### src/rtl/player_pkg.sv
// Shared Player definitions: instruction opcodes, move directions, arbiter FSM states
// and the death filter that turns blocked opcodes into NOP.
package player_pkg;

   localparam logic [3:0] OP_NOP     = 4'h0;
   localparam logic [3:0] OP_HEAL    = 4'h1;
   localparam logic [3:0] OP_DMG     = 4'h2;
   localparam logic [3:0] OP_ATK_ADD = 4'h3;
   localparam logic [3:0] OP_ATK_SET = 4'h4;
   localparam logic [3:0] OP_MOVE    = 4'h5;
   localparam logic [3:0] OP_HP_SET  = 4'h6;

   localparam logic [15:0] INSTR_NOP = 16'h0000;

   typedef enum logic [1:0] {
      DIR_LEFT  = 2'd0,
      DIR_UP    = 2'd1,
      DIR_RIGHT = 2'd2,
      DIR_DOWN  = 2'd3
   } move_dir_t;

   typedef enum logic [1:0] {
      IDLE,
      ISSUE,
      HOLD_MOVE,
      GAP
   } arb_state_t;

   // A dead Player may still take damage, attack-set and HP-set (revive),
   // but heals, attack boosts and moves are swallowed.
   function automatic logic [15:0] death_filter(input logic [15:0] instr, input logic dead);
      logic [3:0] op;
      op = instr[15:12];
      if (dead && (op == OP_HEAL || op == OP_ATK_ADD || op == OP_MOVE))
         return INSTR_NOP;
      return instr;
   endfunction

endpackage

### src/rtl/rr_picker.sv
// Combinational round-robin picker: first valid index at or after ptr, wrapping.
module rr_picker #(
   parameter int NUM_REQ = 4
) (
   input  logic [NUM_REQ-1:0] valid,
   input  logic [2:0]         ptr,
   output logic [2:0]         grant,
   output logic               any
);

   logic [2:0] lo_idx;
   logic [2:0] hi_idx;
   logic       hi_any;

   // Lowest valid overall covers the wrap case; lowest valid at/after ptr wins otherwise.
   always_comb begin
      lo_idx = '0;
      hi_idx = '0;
      hi_any = 1'b0;
      for (int i = NUM_REQ - 1; i >= 0; i--) begin
         if (valid[i]) begin
            lo_idx = 3'(i);
            if (i >= int'(ptr)) begin
               hi_idx = 3'(i);
               hi_any = 1'b1;
            end
         end
      end
      grant = hi_any ? hi_idx : lo_idx;
      any   = |valid;
   end

endmodule

### src/rtl/player_cmd_arbiter.sv
// Arbitrates the Player instruction bus, one instruction at a time with NOP gaps.
// Define PLAYER_ARB_DAMAGE_PRIO_EN to let damage requests bypass round-robin.
module player_cmd_arbiter
   import player_pkg::*;
#(
   parameter int NUM_REQ      = 4,
   parameter int MOVE_TIMEOUT = 20000
) (
   input  logic                    clk,
   input  logic                    rst_n,
   input  logic [NUM_REQ-1:0]      req_valid,
   input  logic [16*NUM_REQ-1:0]   req_instr,
   output logic [NUM_REQ-1:0]      req_ready,
   input  logic                    move_tick,
   input  logic                    is_death,
   output logic [15:0]             instruction,
   output logic [2:0]              grant_id,
   output logic                    busy,
   output logic                    move_timeout
);

   localparam int CW = $clog2(MOVE_TIMEOUT + 1);

   arb_state_t      state;
   logic [2:0]      ptr;
   logic [CW-1:0]   hold_cnt;
   logic [2:0]      rr_idx;
   logic [2:0]      grant_idx;
   logic [2:0]      next_ptr;
   logic            pick_any;
   logic [15:0]     sel_instr;
   logic [15:0]     filt_instr;

   rr_picker #(.NUM_REQ(NUM_REQ)) u_rr (
      .valid (req_valid),
      .ptr   (ptr),
      .grant (rr_idx),
      .any   (pick_any)
   );

`ifdef PLAYER_ARB_DAMAGE_PRIO_EN
   logic [2:0] dmg_idx;
   logic       dmg_any;

   always_comb begin
      dmg_idx = '0;
      dmg_any = 1'b0;
      for (int i = NUM_REQ - 1; i >= 0; i--) begin
         if (req_valid[i] && req_instr[16*i+12 +: 4] == OP_DMG) begin
            dmg_idx = 3'(i);
            dmg_any = 1'b1;
         end
      end
   end

   assign grant_idx = dmg_any ? dmg_idx : rr_idx;
`else
   assign grant_idx = rr_idx;
`endif

   always_comb begin
      sel_instr = INSTR_NOP;
      for (int i = 0; i < NUM_REQ; i++) begin
         if (3'(i) == grant_idx)
            sel_instr = req_instr[16*i +: 16];
      end
   end

   assign filt_instr = death_filter(sel_instr, is_death);
   assign next_ptr   = (grant_idx == 3'(NUM_REQ - 1)) ? 3'd0 : grant_idx + 3'd1;

   // A filtered move is already NOP, so it takes the short ISSUE path instead of waiting for a tick.
   always_ff @(posedge clk or negedge rst_n) begin
      if (!rst_n) begin
         state        <= IDLE;
         instruction  <= INSTR_NOP;
         req_ready    <= '0;
         grant_id     <= '0;
         busy         <= 1'b0;
         move_timeout <= 1'b0;
         ptr          <= '0;
         hold_cnt     <= '0;
      end else begin
         req_ready    <= '0;
         move_timeout <= 1'b0;
         case (state)
            IDLE: begin
               if (pick_any) begin
                  req_ready   <= NUM_REQ'(1) << grant_idx;
                  instruction <= filt_instr;
                  grant_id    <= grant_idx;
                  ptr         <= next_ptr;
                  hold_cnt    <= '0;
                  busy        <= 1'b1;
                  state       <= (filt_instr[15:12] == OP_MOVE) ? HOLD_MOVE : ISSUE;
               end
            end
            ISSUE: begin
               instruction <= INSTR_NOP;
               state       <= GAP;
            end
            HOLD_MOVE: begin
               if (move_tick) begin
                  instruction <= INSTR_NOP;
                  state       <= GAP;
               end else if (hold_cnt == CW'(MOVE_TIMEOUT - 1)) begin
                  move_timeout <= 1'b1;
                  instruction  <= INSTR_NOP;
                  state        <= GAP;
               end else begin
                  hold_cnt <= hold_cnt + CW'(1);
               end
            end
            GAP: begin
               busy  <= 1'b0;
               state <= IDLE;
            end
            default: state <= IDLE;
         endcase
      end
   end

endmodule
### config.mk
export PLATFORM = sky130hd
export DESIGN_NAME = player_cmd_arbiter
export DESIGN_NICKNAME = d
export VERILOG_FILES = /design/src/rtl/player_pkg.sv /design/src/rtl/rr_picker.sv /design/src/rtl/player_cmd_arbiter.sv
export SDC_FILE = /design/constraint.sdc
export NUM_CORES = 1
export LEC_CHECK = 0
export ABC_AREA = 0
export CAP_MARGIN = 20
export CORE_MARGIN = 2
export CORE_UTILIZATION = 48
export DETAILED_ROUTE_END_ITERATION = 7
export PLACE_DENSITY = 0.85
export SLEW_MARGIN = 0
export SYNTH_ARGS = -nofsm -noshare
export SYNTH_HDL_FRONTEND = slang
export SYNTH_SLANG_ARGS = --single-unit
### constraint.sdc
create_clock -name clk -period 5.89 [get_ports clk]
set_clock_uncertainty 0.15 [all_clocks]
set_input_delay 0.8835 -clock clk [delete_from_list [all_inputs] [get_ports clk]]
set_output_delay 0.8835 -clock clk [all_outputs]
set_load 0.02 [all_outputs]
# Word-level counts from Yosys, hierarchy flattened
# Cells that the tools add are included.
dict set report word_totals {
  ram_bits 0
  output_inout_bits 25
  elab_cells 94
  latchBits 0
  rom_bits 0
  mem_count 0
  register_bits 45
}
dict set report classes {
  add_sub_neg 2
  n_reduce_logical 14
  eq_ne 16
  n_mul 0
  magnitude_cmp 4
  div_mod_pow 0
  n_mux 49
  shifts 1
  bitwise 0
}
# cell count
set ops {}
lappend ops {{16-bit 2-to-1 mux} 9}
lappend ops {{16-bit one-hot mux with 3 select lines} 1}
lappend ops {{15-bit 2-to-1 mux} 3}
lappend ops {{15-bit one-hot mux with 2 select lines} 1}
lappend ops {{3-bit 2-to-1 mux} 9}
lappend ops {{2-bit 2-to-1 mux} 9}
lappend ops {{15-bit by 1-bit adder with 15-bit output (second input constant)} 1}
lappend ops {{15-bit == test (second input constant)} 1}
lappend ops {{1-bit 2-to-1 mux} 13}
lappend ops {{4-bit by 3-bit == test with 1-bit output (second input constant)} 2}
lappend ops {{4-bit 2-to-1 mux} 2}
lappend ops {{2-bit one-hot mux with 4 select lines} 1}
lappend ops {{2-bit by 3-bit == test with 1-bit output (first input constant)} 2}
lappend ops {{1-bit by 3-bit greater-or-equal comparator with 1-bit output (first input constant)} 2}
lappend ops {{2-bit by 3-bit greater-or-equal comparator with 1-bit output (first input constant)} 2}
lappend ops {{2-bit inequality test (second input constant)} 3}
lappend ops {{2-bit AND reduction} 3}
lappend ops {{2-bit == test (second input constant)} 2}
lappend ops {{4-bit by 1-bit == test with 1-bit output (second input constant)} 1}
lappend ops {{4-bit by 2-bit == test with 1-bit output (second input constant)} 1}
lappend ops {{4-bit AND reduction} 1}
lappend ops {{2-bit nonzero test} 2}
lappend ops {{4-bit OR reduction} 1}
lappend ops {{1-bit by 3-bit left shift with 4-bit output (first input constant)} 1}
lappend ops {{12 further kinds} 13}

# Logic depth before layout (Yosys ltp)
# Gate-level depths: netlist of run 1.
dict set report logic_depth {
  word_depth 25
  mapped_depth 13
}

# Modules after synthesis
# From an unflattened synthesis of run 1, not the netlist that was laid out.
dict set report hier_totals {
  hier_cells 363
  area_unflattened_um2 3036.7
}
# module area_each_um2 cells_each instances seq_area_each_um2
set modules_own_cells {}
lappend modules_own_cells {player_cmd_arbiter 2921.6 343 1 1126.1}
lappend modules_own_cells {rr_picker 115.1 20 1 0.0}

# Worst setup path after synthesis of run 1
# Ideal clock, no wire load.
dict set report synth_timing {
  kind {input-to-reg}
  startpoint {input port req_valid[0]}
  endpoint {register instruction[0]}
  required_ps 5619
  t_arrival_ps 3162
  path_buffers 1
  path_stages 12
  setup_ps 121
  setup_slack_ps 2457
  path_cell_list {nor2b_1 a21oi_1 nor2_1 a211oi_1 inv_1 ha_1 nor2_1 o211ai_1 a21oi_1 a31oi_4 buf_6 a22o_2}
}
dict set report synth_via {
  elab_chain_len 15
}
# item line
set synth_rtl {}
lappend synth_rtl {{start, declared} player_cmd_arbiter.sv:11} ;# input logic [NUM_REQ-1:0] req_valid,
lappend synth_rtl {{2-bit 2-to-1 mux (tied with other cells)} rr_picker.sv:21} ;# if (valid[i]) begin
lappend synth_rtl {{3-bit 2-to-1 mux *} rr_picker.sv:29} ;# grant = hi_any ? hi_idx : lo_idx;
lappend synth_rtl {{named net grant_idx[0]} player_cmd_arbiter.sv:28} ;# logic [2:0] grant_idx;
lappend synth_rtl {{3-bit zero test} player_cmd_arbiter.sv:64} ;# if (3'(i) == grant_idx)
lappend synth_rtl {{16-bit 2-to-1 mux (3 in a row)} player_cmd_arbiter.sv:64}
lappend synth_rtl {{16-bit 2-to-1 mux *} player_cmd_arbiter.sv:64}
lappend synth_rtl {{4-bit by 1-bit == test with 1-bit output or 4-bit by 2-bit == test with 1-bit output (tied branches)} player_pkg.sv:34} ;# if (dead && (op == OP_HEAL || op == OP_ATK_ADD || op == OP_MOVE))
lappend synth_rtl {{1-bit logical OR (2 in a row)} player_pkg.sv:34}
lappend synth_rtl {{1-bit logical AND} player_pkg.sv:34}
lappend synth_rtl {{1-bit 2-to-1 mux} player_pkg.sv:34}
lappend synth_rtl {{16-bit 2-to-1 mux *} player_pkg.sv:36} ;# return instr;
lappend synth_rtl {{16-bit 2-to-1 mux *} player_cmd_arbiter.sv:88} ;# if (pick_any) begin
lappend synth_rtl {{16-bit one-hot mux with 3 select lines *} player_cmd_arbiter.sv:86} ;# case (state)
lappend synth_rtl {{end signal, assigned} player_cmd_arbiter.sv:90} ;# instruction <= filt_instr;
lappend synth_rtl {{end, declared} player_cmd_arbiter.sv:16} ;# output logic [15:0] instruction,
# The timed path passes the listed nets; every way through them passes the cells marked *. The select of a mux whose other input is x is not followed.
# A chain may end at the register's enable or synchronous reset.

# Final worst setup path of run 1
dict set report layout_timing {
  startpoint {input port req_valid[0]}
  endpoint {register instruction[9]}
}
# The elaborated chain is that of the path after synthesis.

==> flow_metrics.env, run 1 <==
export IMPL_place_congestion=0.847
export IMPL_first_pass_grt_wire_length_um=11500
export IMPL_worst_r2r_end="instruction[9]"
export IMPL_first_global_vias=2493
export IMPL_cts_bufs_inserted=5
export IMPL_whs_endpoint="instruction[14]"
export IMPL_p_sw_w=0.000652
export IMPL_critical_path_class="input port to register"
export IMPL_power_report_internal_total_w=0.000868
export IMPL_synth_fp_nets=385
export IMPL_synth_largest_area_cell="sky130_fd_sc_hd__dfrtp_1"
export IMPL_crit_family="compound AO/OA/AOI/OAI gates"
export IMPL_total_nets_final=472
export IMPL_cts_hold_buf=0
export IMPL_post_cts_resize_count=0
export IMPL_fmax_ghz=0.232
export IMPL_post_synth_num_cell_types=52
export IMPL_grt_util_all_layers=0.234
export IMPL_cts_root_buffer="sky130_fd_sc_hd__clkbuf_8"
export IMPL_r2r_slack_ns=2.35
export IMPL_dr_first_iter_drc_count=98
export IMPL_ffs_latches_synth=43
export IMPL_placeableCoreArea_mm2=0.00544
export IMPL_cts_clk_slew_worst_paths_ns=0.08
export IMPL_fin_hold_ws_ns=0.346
export IMPL_drt_wirelength_per_cell_um=15.0
export IMPL_num_vias=2612
export IMPL_fin_setup_tns_ns=0
export IMPL_crit_required_ns=5.98
export IMPL_antenna_cells_inserted=0
export IMPL_setup_violations=0
export IMPL_cpMaxStageDelayCell="sky130_fd_sc_hd__ha_1"
export IMPL_top_level_ports=97
export IMPL_die_h_um=78.4
export IMPL_final_period_utilization=0.732
export IMPL_yosys_top_cells_area="sky130_fd_sc_hd__dfrtp_1 (40%), sky130_fd_sc_hd__a21oi_1 (6.2%), sky130_fd_sc_hd__nand2_1 (5.5%)"
export IMPL_timing_critical_path_from_type="input port"
export IMPL_status="finished clean"
export IMPL_place_port_buffers=95
export IMPL_ant_nets=0
export IMPL_seq_area_frac_synth=0.405
export IMPL_vias_per_cell=5.64
export IMPL_min_delay_path_depth=1
export IMPL_floorplan_initialDensity=0.489
export IMPL_count_of_buffers_added_by_post_cts_timing_repair_for_setup=0
export IMPL_min_delay_start="instruction[14]"
export IMPL_vdd_ir_drop_worst_mv=0.244
export IMPL_crit_reg2reg_launch="ptr[0]"
export IMPL_cts_sink_count=43
export IMPL_ys_async_sr_fraction=1.00
export IMPL_cp_buffers_inverters=2
export IMPL_gr_total_overflow=0
export IMPL_cts_tree="built"
export IMPL_power_sequential_fraction=0.276
export IMPL_ys_flop_type="sky130_fd_sc_hd__dfrtp_1"
export IMPL_grt_antenna_before_repair=0
export IMPL_areaGrowthSynthToFinish_pct=41.0
export IMPL_timing_final_max_slew_violations=0
export IMPL_routed_wirelength_um=6940
export IMPL_fp_dieArea_mm2=0.00615
export IMPL_power_share_clock=0.154
export IMPL_floorplan_die_width_um=78.4
export IMPL_synth_edff_count=0
export IMPL_critical_path_cell_list="clkdlybuf4s50_1, nor2b_1, a21oi_1, nor2_1, a211oi_1, ha_1, buf_4, nand2_1, a311oi_1, nand3_1, a31oi_4, a22o_2"
export IMPL_synth_commonest_cells="sky130_fd_sc_hd__dfrtp_1 (43), sky130_fd_sc_hd__nand2_1 (39), sky130_fd_sc_hd__a21oi_1 (33)"
export IMPL_grt_setup_unrepaired="false"
export IMPL_detailed_router_iteration_count_before_antenna_repair=4
export IMPL_total_leakage_power_nw=1.58
export IMPL_tightestPinTransition_ns=0.928
export IMPL_min_period_ns=4.31
export IMPL_timing_max_slew_rel_slack=0.381
export IMPL_cap_viol_max_count=0
export IMPL_power_dens_cells_mw_per_mm2=406
export IMPL_syn_inst=303
export IMPL_power_share_switching=0.429
export IMPL_fillcell_total=444
export IMPL_drc=0
export IMPL_ys_warn_count=0
export IMPL_clock_latency_on_the_worst_skew_pair_ns=0.30
export IMPL_endpoint_class_of_the_critical_path="register"
export IMPL_cts_buffer_depth=2
export IMPL_synth_area_per_cell_um2=8.77
export IMPL_grt_max_degree=44
export IMPL_finalHoldViolations=0
export IMPL_dp_final_hpwl_um=5300
export IMPL_holdCritPathClass="register to register"
export IMPL_mappedNetlistArea_mm2=0.00266
export IMPL_layout_drive_gt1_share=0.0793
export IMPL_critical_path_max_stage_delay_ns=0.51
export IMPL_worst_r2r_path_depth=11
export IMPL_worst_path_max_fanout=23
export IMPL_synth_top_area_frac=0.405
export IMPL_worst_endpoint_arrival_ns=4.40
export IMPL_fp_row_count=27
export IMPL_h_tree_depth=2
export IMPL_combPwrFrac=0.571
export IMPL_synth_most_common_cell="sky130_fd_sc_hd__dfrtp_1"
[area by class of cell]
class                           count  area [um2]  share of cell area
Clock buffer                        5        68.8              0.0184
Tap cell                           72        90.1              0.0240
Sequential cell                    43        1080               0.287
Inverter                           14        52.6              0.0140
Multi-Input combinational cell    228        1450               0.386
Clock inverter                      3        43.8              0.0117
Timing Repair Buffer               98         968               0.259
[metal layers]
layer,GRT usage,share of wire,vias up,routed length [um]
met4,0.0772,0.019,0,133
met3,0.0632,0.075,12,521
met1,0.273,0.41,1234,2830
met2,0.416,0.50,95,3460
li1,-,-,1271,-
met5,0,0,-,0
[cell usage in the layout (no fill, tap or decap), types with 6 or more instances in the layout]
cell type	netlist	final
sky130_fd_sc_hd__o22ai_1	15	15
sky130_fd_sc_hd__a21oi_1	33	33
sky130_fd_sc_hd__clkdlybuf4s50_1	0	94
sky130_fd_sc_hd__dfrtp_1	43	43
sky130_fd_sc_hd__o21ai_0	12	12
sky130_fd_sc_hd__ha_1	10	10
sky130_fd_sc_hd__nand3_1	6	6
sky130_fd_sc_hd__inv_1	14	14
sky130_fd_sc_hd__a22o_2	12	12
sky130_fd_sc_hd__nand2_1	39	39
sky130_fd_sc_hd__nor2_1	28	28
[worst max path at each step]
| stage | slack (ns) | from | depth (start not counted) | to |
|---|---|---|---|---|
| 2_1_floorplan | 2.46 | req_valid[0] | 12 | instruction[0] |
| 3_3_place_gp | 1.48 | req_valid[1] | 12 | instruction[12] |
| 3_5_place_dp | 1.30 | req_valid[0] | 12 | instruction[12] |
| 4_1_cts | 1.62 | req_valid[0] | 12 | instruction[12] |
| 5_1_grt | 1.33 | req_valid[0] | 12 | instruction[9] |
| 6_report | 1.58 | req_valid[0] | 12 | instruction[9] |
[sequential cells by signal, summed over array words and instances (netlist names)]
register and count:
ptr 2, grant_id 2, state 2, instruction 16, req_ready 4, busy 1, hold_cnt 15, move_timeout 1
[power groups by stage]
| stage | Sequential, W | Clock, W | Combinational (W) |
|---|---|---|---|
| floorplan | 0.000470 | 0 | 0.000539 |
| global placement | 0.000420 | 0 | 0.000830 |
| detailed placement | 0.000422 | 0 | 0.000862 |
| CTS | 0.000418 | 0.000235 | 0.000862 |
| global route | 0.000427 | 0.000246 | 0.000955 |
| finish | 0.000419 | 0.000233 | 0.000867 |
[kinds of logic (layout without fill, tap and decap cells)]
kind of cell	after synthesis	count (layout)	synth area share
xor gates and xnor gates	6	6	0.0198
adders and majority gates	10	10	0.0471
other	1	1	0.00141
buffers and inverters	32	120	0.0508
AOI/OAI and AO/OA	99	99	0.259
DFF	43	43	0.405
and+or+nand+nor	112	112	0.217
[metrics by stage]
step | instances | power [W] | setup slack [ns] | cell area [um2] | util
after floorplan | 303 | 0.00101 | 2.46 | 2660 | -
after global placement | 454 | 0.00125 | 1.48 | 3630 | 0.667
after detailed placement | 454 | 0.00128 | 1.30 | 3630 | 0.667
after CTS | 462 | 0.00152 | 1.62 | 3740 | 0.687
after global routing | 463 | 0.00163 | 1.33 | 3750 | 0.689
final | 463 | 0.00152 | 1.58 | 3750 | 0.689
Power figures use the tool's default switching activity.
==> inputs of run 2 (changes only) <==
--- a/config.mk
+++ b/config.mk
@@ -8,9 +8,9 @@
 export ABC_AREA = 0
 export CAP_MARGIN = 20
 export CORE_MARGIN = 2
-export CORE_UTILIZATION = 48
+export CORE_UTILIZATION = 41
 export DETAILED_ROUTE_END_ITERATION = 7
-export PLACE_DENSITY = 0.85
+export PLACE_DENSITY = 0.78
 export SLEW_MARGIN = 0
 export SYNTH_ARGS = -nofsm -noshare
 export SYNTH_HDL_FRONTEND = slang
==> constraint.sdc (replaced) <==
create_clock -name clk -period 3.7 [get_ports clk]
set_clock_uncertainty 0.15 [all_clocks]
set_input_delay 0.555 -clock clk [delete_from_list [all_inputs] [get_ports clk]]
set_output_delay 0.555 -clock clk [all_outputs]
set_load 0.02 [all_outputs]
==> run 2 against run 1 <==
Core utilization down 7.3 points; via count unchanged; cell count increased by 4.5%; largest power group unchanged; final area rose by 3.7%; critical path depth rose by 2; first-iteration DRC count up 7.1%; clock power rose by 61%; clock-buffer cell count stayed put.
==> flow_metrics.env, run 2 (same netlist as run 1, synthesis figures left out) <==
export IMPL_setup_violations=0
export IMPL_vias_per_cell=5.40
export IMPL_cap_viol_max_count=0
export IMPL_dp_final_hpwl_um=5600
export IMPL_cts_root_buffer="sky130_fd_sc_hd__clkbuf_8"
export IMPL_grt_setup_unrepaired="false"
export IMPL_critical_path_class="input port to register"
export IMPL_grt_max_degree=44
export IMPL_crit_family="compound AO/OA/AOI/OAI gates"
export IMPL_routed_wirelength_um=7210
export IMPL_total_leakage_power_nw=1.67
export IMPL_total_nets_final=488
export IMPL_floorplan_die_width_um=84.5
export IMPL_areaGrowthSynthToFinish_pct=46.2
export IMPL_num_vias=2612
export IMPL_drc=0
export IMPL_cts_hold_buf=0
export IMPL_fmax_ghz=0.300
export IMPL_top_level_ports=97
export IMPL_timing_max_slew_rel_slack=0.378
export IMPL_final_period_utilization=0.901
export IMPL_dr_first_iter_drc_count=105
export IMPL_die_h_um=84.5
export IMPL_power_sequential_fraction=0.261
export IMPL_ant_nets=0
export IMPL_floorplan_initialDensity=0.421
export IMPL_first_pass_grt_wire_length_um=12000
export IMPL_layout_drive_gt1_share=0.115
export IMPL_detailed_router_iteration_count_before_antenna_repair=4
export IMPL_mostFrequentLayoutCells="sky130_fd_sc_hd__clkdlybuf4s50_1 (94), sky130_fd_sc_hd__dfrtp_1 (43), sky130_fd_sc_hd__nand2_1 (39)"
export IMPL_registers_top_by_ff_count="instruction"
export IMPL_cts_clk_slew_worst_paths_ns=0.09
export IMPL_cts_tree="built"
export IMPL_holdCritPathClass="input port to asynchronous set/reset pin"
export IMPL_fp_row_count=29
export IMPL_multi_input_area_mm2=0.00145
export IMPL_endpoint_class_of_the_critical_path="register"
export IMPL_clock_latency_on_the_worst_skew_pair_ns=0.29
export IMPL_status="finished clean"
export IMPL_h_tree_depth=2
export IMPL_post_dp_cell_area_mm2=0.00376
export IMPL_antenna_cells_inserted=0
export IMPL_drt_wirelength_per_cell_um=14.9
export IMPL_combPwrFrac=0.592
export IMPL_critical_path_max_stage_delay_ns=0.50
export IMPL_p_sw_w=0.00106
export IMPL_cpMaxStageDelayCell="sky130_fd_sc_hd__clkdlybuf4s50_1"
export IMPL_vdd_ir_drop_worst_mv=0.373
export IMPL_power_share_clock=0.146
export IMPL_timing_critical_path_from_type="input port"
export IMPL_power_report_internal_total_w=0.00150
export IMPL_fillcell_total=560
export IMPL_reg_area_mm2=0.00108
export IMPL_fin_setup_tns_ns=0
export IMPL_grt_util_all_layers=0.206
export IMPL_largest_registers="instruction: 16 flops, hold_cnt: 15 flops, req_ready: 4 flops"
export IMPL_power_dens_cells_mw_per_mm2=658
export IMPL_min_period_ns=3.33
export IMPL_critical_path_cell_list="clkdlybuf4s50_1, buf_4, nand2_1, nand2_1, a21oi_1, o22ai_1, inv_1, ha_1, nor2_1, o211ai_1, a21oi_1, a31oi_4, buf_12, a22o_2"
export IMPL_grt_antenna_before_repair=0
export IMPL_timing_final_max_slew_violations=0
export IMPL_tightestPinTransition_ns=0.933
export IMPL_crit_required_ns=3.74
export IMPL_power_share_switching=0.415
export IMPL_first_global_vias=2596
export IMPL_finalHoldViolations=0
export IMPL_place_congestion=0.900
export IMPL_worst_path_max_fanout=13
export IMPL_cts_buffer_depth=2
export IMPL_gr_total_overflow=0
export IMPL_cts_bufs_inserted=5
export IMPL_worst_endpoint_arrival_ns=3.37
export IMPL_cts_sink_count=43
export IMPL_cp_buffers_inverters=4
export IMPL_stdcell_area_mm2=0.00389
export IMPL_layout_commonest_cell="sky130_fd_sc_hd__clkdlybuf4s50_1"
export IMPL_count_of_buffers_added_by_post_cts_timing_repair_for_setup=0
export IMPL_place_port_buffers=95
export IMPL_largest_register_ff_count=16
export IMPL_placeableCoreArea_mm2=0.00631
export IMPL_post_cts_resize_count=0
export IMPL_fp_dieArea_mm2=0.00714
-- run 2: worst register-to-register path: cells and delay by family (launching register included) --
| family | cells | cell delay [ns] |
|---|---|---|
| buf+inv | 5 | 0.63 |
| flops | 1 | 0.42 |
| simple gates | 3 | 0.32 |
| fa+ha+maj | 1 | 0.20 |
| compound gates | 6 | 1.06 |
-- run 2: power groups by stage --
stage          Combinational, W  Clock [W]  Sequential (W)
6_report                0.00151   0.000374        0.000668
5_1_grt                 0.00167   0.000400        0.000682
4_1_cts                 0.00151   0.000380        0.000669
3_5_place_dp            0.00151          0        0.000673
3_3_place_gp            0.00147          0        0.000674
2_1_floorplan          0.000858          0        0.000748
-- run 2: final cells by class --
class | count | area share
multi-input cells | 228 | 0.372
repair buffers | 114 | 0.283
flip-flops and latches | 43 | 0.277
well taps | 77 | 0.0248
clock buffers | 5 | 0.0177
inverters | 14 | 0.0135
clock inverters | 3 | 0.0122
-- run 2: layer usage --
metal	share of wire	track usage	vias to the layer above
met3	0.063	0.0482	6
met5	0	0	-
met1	0.43	0.251	1217
met2	0.50	0.368	90
met4	0.0076	0.0476	0
li1	-	-	1299
-- run 2: through the flow --
| stage | instances | hold slack [ns] | util | total power (W) | worst slack, ns |
|---|---|---|---|---|---|
| 2_1_floorplan | 303 | 0.109 | - | 0.00161 | 0.596 |
| 3_3_place_gp | 475 | 0.325 | 0.596 | 0.00214 | 0.195 |
| 3_5_place_dp | 475 | 0.335 | 0.596 | 0.00219 | 0.0708 |
| 4_1_cts | 483 | 0.278 | 0.615 | 0.00256 | 0.379 |
| 5_1_grt | 484 | 0.320 | 0.616 | 0.00275 | 0.128 |
| 6_report | 484 | 0.246 | 0.616 | 0.00256 | 0.367 |
-- run 2: worst paths after layout --
kind / start / slack, ns / end / cells after the start
worst max-delay path: req_valid[0] / 0.37 / instruction[12] / 14
worst min-delay path: rst_n / 0.25 / grant_id[1] / 1
worst max register to register: ptr[0] / 0.81 / instruction[12] / 15
worst min register to register: grant_id[1] / 0.35 / grant_id[1] / 2
max in group asynchronous: rst_n / 2.57 / ptr[1] / 1
min in group clk: grant_id[1] / 0.35 / grant_id[1] / 2
